$ cat config.mk
export PLATFORM = sky130hd
export DESIGN_NAME = datapath_bus_arb
export DESIGN_NICKNAME = d
export VERILOG_FILES = /design/src/rtl/datapath_bus_arb.sv
export SDC_FILE = /design/constraint.sdc
export NUM_CORES = 1
export LEC_CHECK = 0
export BUFFER_PORTS_ARGS = -buffer_cell sky130_fd_sc_hd__buf_2
export CAP_MARGIN = 20
export CORE_MARGIN = 2
export CORE_UTILIZATION = 39
export CTS_CLUSTER_DIAMETER = 60
export DETAILED_ROUTE_END_ITERATION = 6
export PLACE_DENSITY_LB_ADDON = 0.12
export SYNTH_ARGS = -nofsm -noshare
export SYNTH_HDL_FRONTEND = slang
export SYNTH_SLANG_ARGS = --single-unit
$ cat constraint.sdc
create_clock -name Clk -period 3.89 [get_ports Clk]
set_input_delay 0.1945 -clock Clk [delete_from_list [all_inputs] [get_ports Clk]]
set_output_delay 0.1945 -clock Clk [all_outputs]
set_load 0.02 [all_outputs]
$ cat src/rtl/datapath_bus_arb.sv
// Registered shared-bus arbiter: selects one of NSRC gated sources onto a
// WIDTH-bit bus with fixed-priority or round-robin grant, and flags/counts
// cycles where more than one gate is asserted.
module datapath_bus_arb #(
    parameter int WIDTH     = 16,
    parameter int NSRC      = 4,
    parameter int MODE      = 0,
    parameter int IDLE_HOLD = 0
) (
    input  logic                    Clk,
    input  logic                    Reset,
    input  logic [NSRC-1:0]         gate,
    input  logic [NSRC*WIDTH-1:0]   src_data,
    output logic [WIDTH-1:0]        bus_out,
    output logic                    bus_valid,
    output logic [$clog2(NSRC)-1:0] bus_src,
    output logic                    conflict,
    output logic [7:0]              conflict_count
);

    localparam int SW = $clog2(NSRC);

    logic [WIDTH-1:0] r_bus_out;
    logic             r_bus_valid;
    logic [SW-1:0]    r_bus_src;
    logic             r_conflict;
    logic [7:0]       r_conflict_count;
    logic [SW-1:0]    r_rr_last;

    logic             w_any;
    logic [SW-1:0]    w_grant_idx;
    logic [4:0]       w_popcnt;
    logic             w_multi;
    logic [WIDTH-1:0] w_sel_data;

    // Grant selection on the sampled gate vector
    always_comb begin
        logic [NSRC-1:0] w_shifted;
        int              j;
        logic            w_found;
        w_grant_idx = '0;
        w_found     = 1'b0;
        w_shifted   = '0;
        j           = 0;
        if (MODE == 0) begin
            // Scan downward so the lowest asserted index is the last writer
            for (int i = NSRC - 1; i >= 0; i--) begin
                if (gate[i]) begin
                    w_grant_idx = SW'(i);
                end
            end
        end else begin
            // Scan upward from rr_last+1; wrap stays below NSRC for any NSRC
            for (int k = 1; k <= NSRC; k++) begin
                j = int'(r_rr_last) + k;
                if (j >= NSRC) begin
                    j = j - NSRC;
                end
                w_shifted = gate >> j;
                if (!w_found && w_shifted[0]) begin
                    w_grant_idx = SW'(j);
                    w_found     = 1'b1;
                end
            end
        end
    end

    // Gate population count for conflict detection, plus granted data select
    always_comb begin
        w_popcnt = '0;
        for (int i = 0; i < NSRC; i++) begin
            w_popcnt = w_popcnt + 5'(gate[i]);
        end
        w_any      = |gate;
        w_multi    = (w_popcnt >= 5'd2);
        w_sel_data = src_data[int'(w_grant_idx)*WIDTH +: WIDTH];
    end

    // Bus output, grant bookkeeping and round-robin pointer
    always_ff @(posedge Clk) begin
        if (Reset) begin
            r_bus_out   <= '0;
            r_bus_valid <= 1'b0;
            r_bus_src   <= '0;
            r_rr_last   <= SW'(NSRC - 1);
        end else if (w_any) begin
            r_bus_out   <= w_sel_data;
            r_bus_valid <= 1'b1;
            r_bus_src   <= w_grant_idx;
            r_rr_last   <= w_grant_idx;
        end else begin
            r_bus_valid <= 1'b0;
            if (IDLE_HOLD == 0) begin
                r_bus_out <= '0;
            end
        end
    end

    // Conflict flag and saturating conflict counter
    always_ff @(posedge Clk) begin
        if (Reset) begin
            r_conflict       <= 1'b0;
            r_conflict_count <= '0;
        end else begin
            r_conflict <= w_multi;
            if (w_multi && (r_conflict_count != 8'hFF)) begin
                r_conflict_count <= r_conflict_count + 8'd1;
            end
        end
    end

    assign bus_out        = r_bus_out;
    assign bus_valid      = r_bus_valid;
    assign bus_src        = r_bus_src;
    assign conflict       = r_conflict;
    assign conflict_count = r_conflict_count;

endmodule

### Word level (Yosys, flattened, before mapping)

Cells that the tools add are included.

* bitwise operators: 1
* muxes and demuxes: 5
* eq/ne operators: 1
* magnitude comparators: 1
* reduce and logical (&&, ||, !) cells: 3
* add/sub/neg operators: 4
* shift-type cells: 1

Operator list (number)
* $shiftx 64x7->16: 1
* $add 8x1->8 const B: 1
* $mux 2: 4
* $ne 8x8->1 const B: 1
* $add 3x1->4: 1
* $ge 4x2->1 const B: 1
* $reduce_or 4->1: 1
* $add 2x1->3: 1
* $add 1x1->2: 1
* $reduce_or 2->1: 1
* $logic_and 1x1->1: 1
* $mux 1: 1
* $not 1->1: 1

* output and inout port bits: 28
* input bits: 70
* word-level logic and storage cells: 21
* bits in registers: 28

### Longest topological paths before layout

* depth in word-level cells: 5
* gate-level depth with buffers: 7
* mapped depth without buffers: 6

### Worst setup path after synthesis

Ideal clock, no wire load.

* path type: in2reg
* start point: in gate[0]
* end point: reg r_conflict_count[5], in the netlist conflict_count[5]
* buffers on the path: 0
* required time: 3.758 ns
* data arrival time: 1.466 ns
* stages: 6
* slack: 2.293 ns
* library setup time: 0.132 ns
* path through: inv_1 -> fa_1 -> nand2b_1 -> a21oi_1 -> and4b_1 -> nor3_1

* longest elaborated chain between the ends: 5

RTL lines
* from (decl): line 12 `input logic [NSRC-1:0] gate,`
* $add 1x1->2: line 72 `w_popcnt = w_popcnt + 5'(gate[i]);`
* $add 2x1->3: line 72
* $add 3x1->4: line 72
* $ge 4x2->1: line 75 `w_multi = (w_popcnt >= 5'd2);`
* $logic_and 1x1->1: line 106 `if (w_multi && (r_conflict_count != 8'hFF)) begin`
* to (signal assigned): line 107 `r_conflict_count <= r_conflict_count + 8'd1;`
* to (decl): line 27 `logic [7:0] r_conflict_count;`

Every way passes these cells.
A chain may end at the register's enable or synchronous reset.

### Worst setup path after layout

* start point: in gate[2]
* end point: reg r_bus_out[2], in the netlist bus_out[2]

* longest elaborated chain between the ends: 4
* elaborated cells on any way between the ends: 7
* classes of those cells: shift (1); mux (3); bitwise (1); reduce/logical (2)

RTL lines
* $mux 2 (3 in a row): line 48 `if (gate[i]) begin`
* $shiftx 64x7->16: line 76 `w_sel_data = src_data[int'(w_grant_idx)*WIDTH +: WIDTH];`
* to (signal assigned): line 87 `r_bus_out <= w_sel_data;`
* to (decl): line 23 `logic [WIDTH-1:0] r_bus_out;`

Several ways; a longest one is shown, not always the timed one.

==> impl_metrics.env <==
export IMPL_routed_wire_length_per_instance_microns=13.9
export IMPL_max_cap_violations=0
export IMPL_num_vias=1484
export IMPL_worst_ep_required_time_ns=4.02
export IMPL_synth_flop_cell="sky130_fd_sc_hd__dfxtp_1"
export IMPL_hold_slack_ns=0.236
export IMPL_layout_min_cycle_time_ns=1.95
export IMPL_grt_remaining_overflow=0
export IMPL_synth_edff_count=0
export IMPL_worst_path_buf_inv=1
export IMPL_iter_0_drt_violations=52
export IMPL_worst_path_max_delay_cell="sky130_fd_sc_hd__a21o_1"
export IMPL_largest_net_degree_at_the_start_of_global_routing=18
export IMPL_grt_antenna_before_repair=0
export IMPL_critical_path_max_fanout=17
export IMPL_num_nets_final=308
export IMPL_area_delta_synth_final_pct=38.7
export IMPL_yosysUniqueCellTypes=35
export IMPL_postSynthCellCount=142
export IMPL_asyncSetResetFlopFracSynth_pct=0
export IMPL_cts_max_path_buffers=2
export IMPL_total_standard_cell_area_after_synthesis_sq_mm=0.00144
export IMPL_first_global_vias=1284
export IMPL_numPortBuffers=97
export IMPL_core_area_sq_mm=0.00361
export IMPL_hp_class="primary input to flip-flop"
export IMPL_place_gp_congestion=0.785
export IMPL_worst_slew_margin_rel_pct=38.7
export IMPL_grt_first_pass_wirelength_microns=6120
export IMPL_cts_repair_resized=0
export IMPL_htree_num_levels=1
export IMPL_tritoncts_num_buffers=3
export IMPL_cts_root_buf="sky130_fd_sc_hd__clkbuf_8"
export IMPL_rsz0062_at_grt="false"
export IMPL_fillerInstances=337
export IMPL_setup_viol_count_final=0
export IMPL_drc_errors=0
export IMPL_routed_wl_microns=3910
export IMPL_syn_mean_instance_area_sq_um=10.1
export IMPL_slowest_delay_ns=0.83
export IMPL_post_cts_setup_buffer_count=0
export IMPL_floorplan_io_pins=98
export IMPL_worstSetupStartpointType="primary input"
export IMPL_skew_ns=0.00628
export IMPL_leakagePower_nw=1.00
export IMPL_drtAntennaViolNets=0
export IMPL_postSynthRegisterBits=28
export IMPL_worstMarginPinSlew_ns=0.920
export IMPL_post_route_cells_drive_above_1_share_pct=48.7
export IMPL_timing_hold_violations_final=0
export IMPL_cts_tree="yes"
export IMPL_post_route_fraction_of_the_period_consumed_by_the_critical_path_pct=50.1
export IMPL_die_w_microns=64.7
export IMPL_core_rowCount=22
export IMPL_floorplan_initialDensity_pct=39.9
export IMPL_timing_critical_path_cells="buf_2 -> nand2b_1 -> a21o_1 -> mux2i_1 -> a221oi_2"
export IMPL_antenna_diode_count=0
export IMPL_status="completed"
export IMPL_synth_nets=215
export IMPL_fin_setup_tns_ns=0
export IMPL_worst_ep_arrival_time_ns=2.08
export IMPL_clk_pin_slew_ns=0.10
export IMPL_hpwl_microns=2910
export IMPL_die_area_sq_mm=0.00419
export IMPL_criticalPathCategory="primary input to flip-flop"
export IMPL_power_per_cell_area_mw_per_mm2=357
export IMPL_number_of_optimization_iterations_in_the_first_detailed_route_pass=4
export IMPL_timing_critical_path_to_type="flip-flop"
export IMPL_global_route_usage_total_pct=18.5
export IMPL_clkLatencyLatePin_ns=0.27
export IMPL_clock_sink_count=28
export IMPL_report_final_slew_viol_count=0
export IMPL_achievable_frequency_ghz=0.513
export IMPL_vias_per_cell=5.26
export IMPL_yosys_warnings=0
export IMPL_ir_worst_vdd_mv=0.311
export IMPL_cp_top_family="compound AO/OA/AOI/OAI gates"
export IMPL_synth_seq_area_share_pct=39.0
export IMPL_die_y_microns=64.7
export IMPL_cts_hold_fix_buffers=0
==> layer usage <==
layer / track usage (%) / share of wire, %
met5: 0 / 0
met3: 3.99 / 5.9
met2: 32.7 / 50
met4: 3.99 / 0.56
met1: 23.1 / 43
==> flip-flops by register name, summed over array words and instances, names as in the netlist <==
name	count
bus_out	16
bus_src	2
bus_valid	1
conflict	1
conflict_count	8
==> area by class of cell <==
class | count | area [sq um] | area share, %
clock buffer | 3 | 41.3 | 2.07
sequential | 28 | 561 | 28.1
timing repair buffer | 98 | 493 | 24.7
tap | 48 | 60.1 | 3.01
clock inverter | 1 | 30.0 | 1.51
inverter | 5 | 18.8 | 0.941
multi-input combinational | 99 | 791 | 39.6
==> worst reg2reg max path: stages (launching register included) <==
cell	delay (ns)
sky130_fd_sc_hd__dfxtp_1	0.35
sky130_fd_sc_hd__ha_1	0.27
sky130_fd_sc_hd__nand4_1	0.15
sky130_fd_sc_hd__a2bb2oi_1	0.28
sky130_fd_sc_hd__mux2i_1	0.22
sky130_fd_sc_hd__nor2_1	0.05
==> cell usage in the layout (no fill, tap or decap), drive strengths merged, types with 4 or more instances in the layout <==
master and n:
nor2 5, inv 5, a31oi 4, dfxtp 28, a21oi 5, buf 98
mux2i 18, o22ai 16, nand2 5, a221oi 16, nand3 5
==> path summary, 6_finish.rpt <==
kind,slack [ns],startpoint,depth (start not counted),end
hold / removal,0.24,Reset,2,bus_src[0]
hold reg to reg,0.47,bus_src[1],2,bus_src[1]
setup reg to reg,2.47,conflict_count[0],5,conflict_count[1]
setup / recovery,1.94,gate[2],5,bus_out[2]
==> power by group <==
part / switching (mW) / internal, mW
Combinational: 0.0938 / 0.0746
Clock: 0.0890 / 0.138
Sequential: 0.00885 / 0.307
==> through the flow <==
stage	instance area (sq um)	cells	utilization, %	total power [mW]	worst slack [ns]
final	1990	282	55.3	0.711	1.94
after global routing	1990	282	55.3	0.751	1.78
after CTS	1990	282	55.3	0.719	1.96
after detailed placement	1920	278	53.3	0.492	1.66
after global placement	1920	278	53.3	0.491	1.74
after floorplan	1440	142	-	0.427	2.29
==> Yosys cell counts (3+ instances only) <==
library cell	number	area [sq um]
sky130_fd_sc_hd__a31oi_1	4	25.0
sky130_fd_sc_hd__nand3_1	5	25.0
sky130_fd_sc_hd__mux2i_1	18	180
sky130_fd_sc_hd__nor3_1	3	15.0
sky130_fd_sc_hd__nand2_1	5	18.8
sky130_fd_sc_hd__nor2_1	4	15.0
sky130_fd_sc_hd__dfxtp_1	28	561
sky130_fd_sc_hd__a221oi_1	7	61.3
sky130_fd_sc_hd__a221oi_2	9	135
sky130_fd_sc_hd__inv_1	5	18.8
sky130_fd_sc_hd__buf_2	3	15.0
sky130_fd_sc_hd__a21oi_1	5	25.0
sky130_fd_sc_hd__clkbuf_1	4	15.0
sky130_fd_sc_hd__o22ai_1	16	100
==> cell families after synthesis <==
logic type | after synthesis | share of synthesized area, %
AOI/OAI and AO/OA | 48 | 27.8
xor gates and xnor gates | 1 | 0.609
adders and majority gates | 3 | 3.13
buffers and inverters | 15 | 6.00
DFF | 28 | 39.0
muxes | 18 | 12.5
and+or+nand+nor | 29 | 11.0
Power figures use the tool's default switching activity.
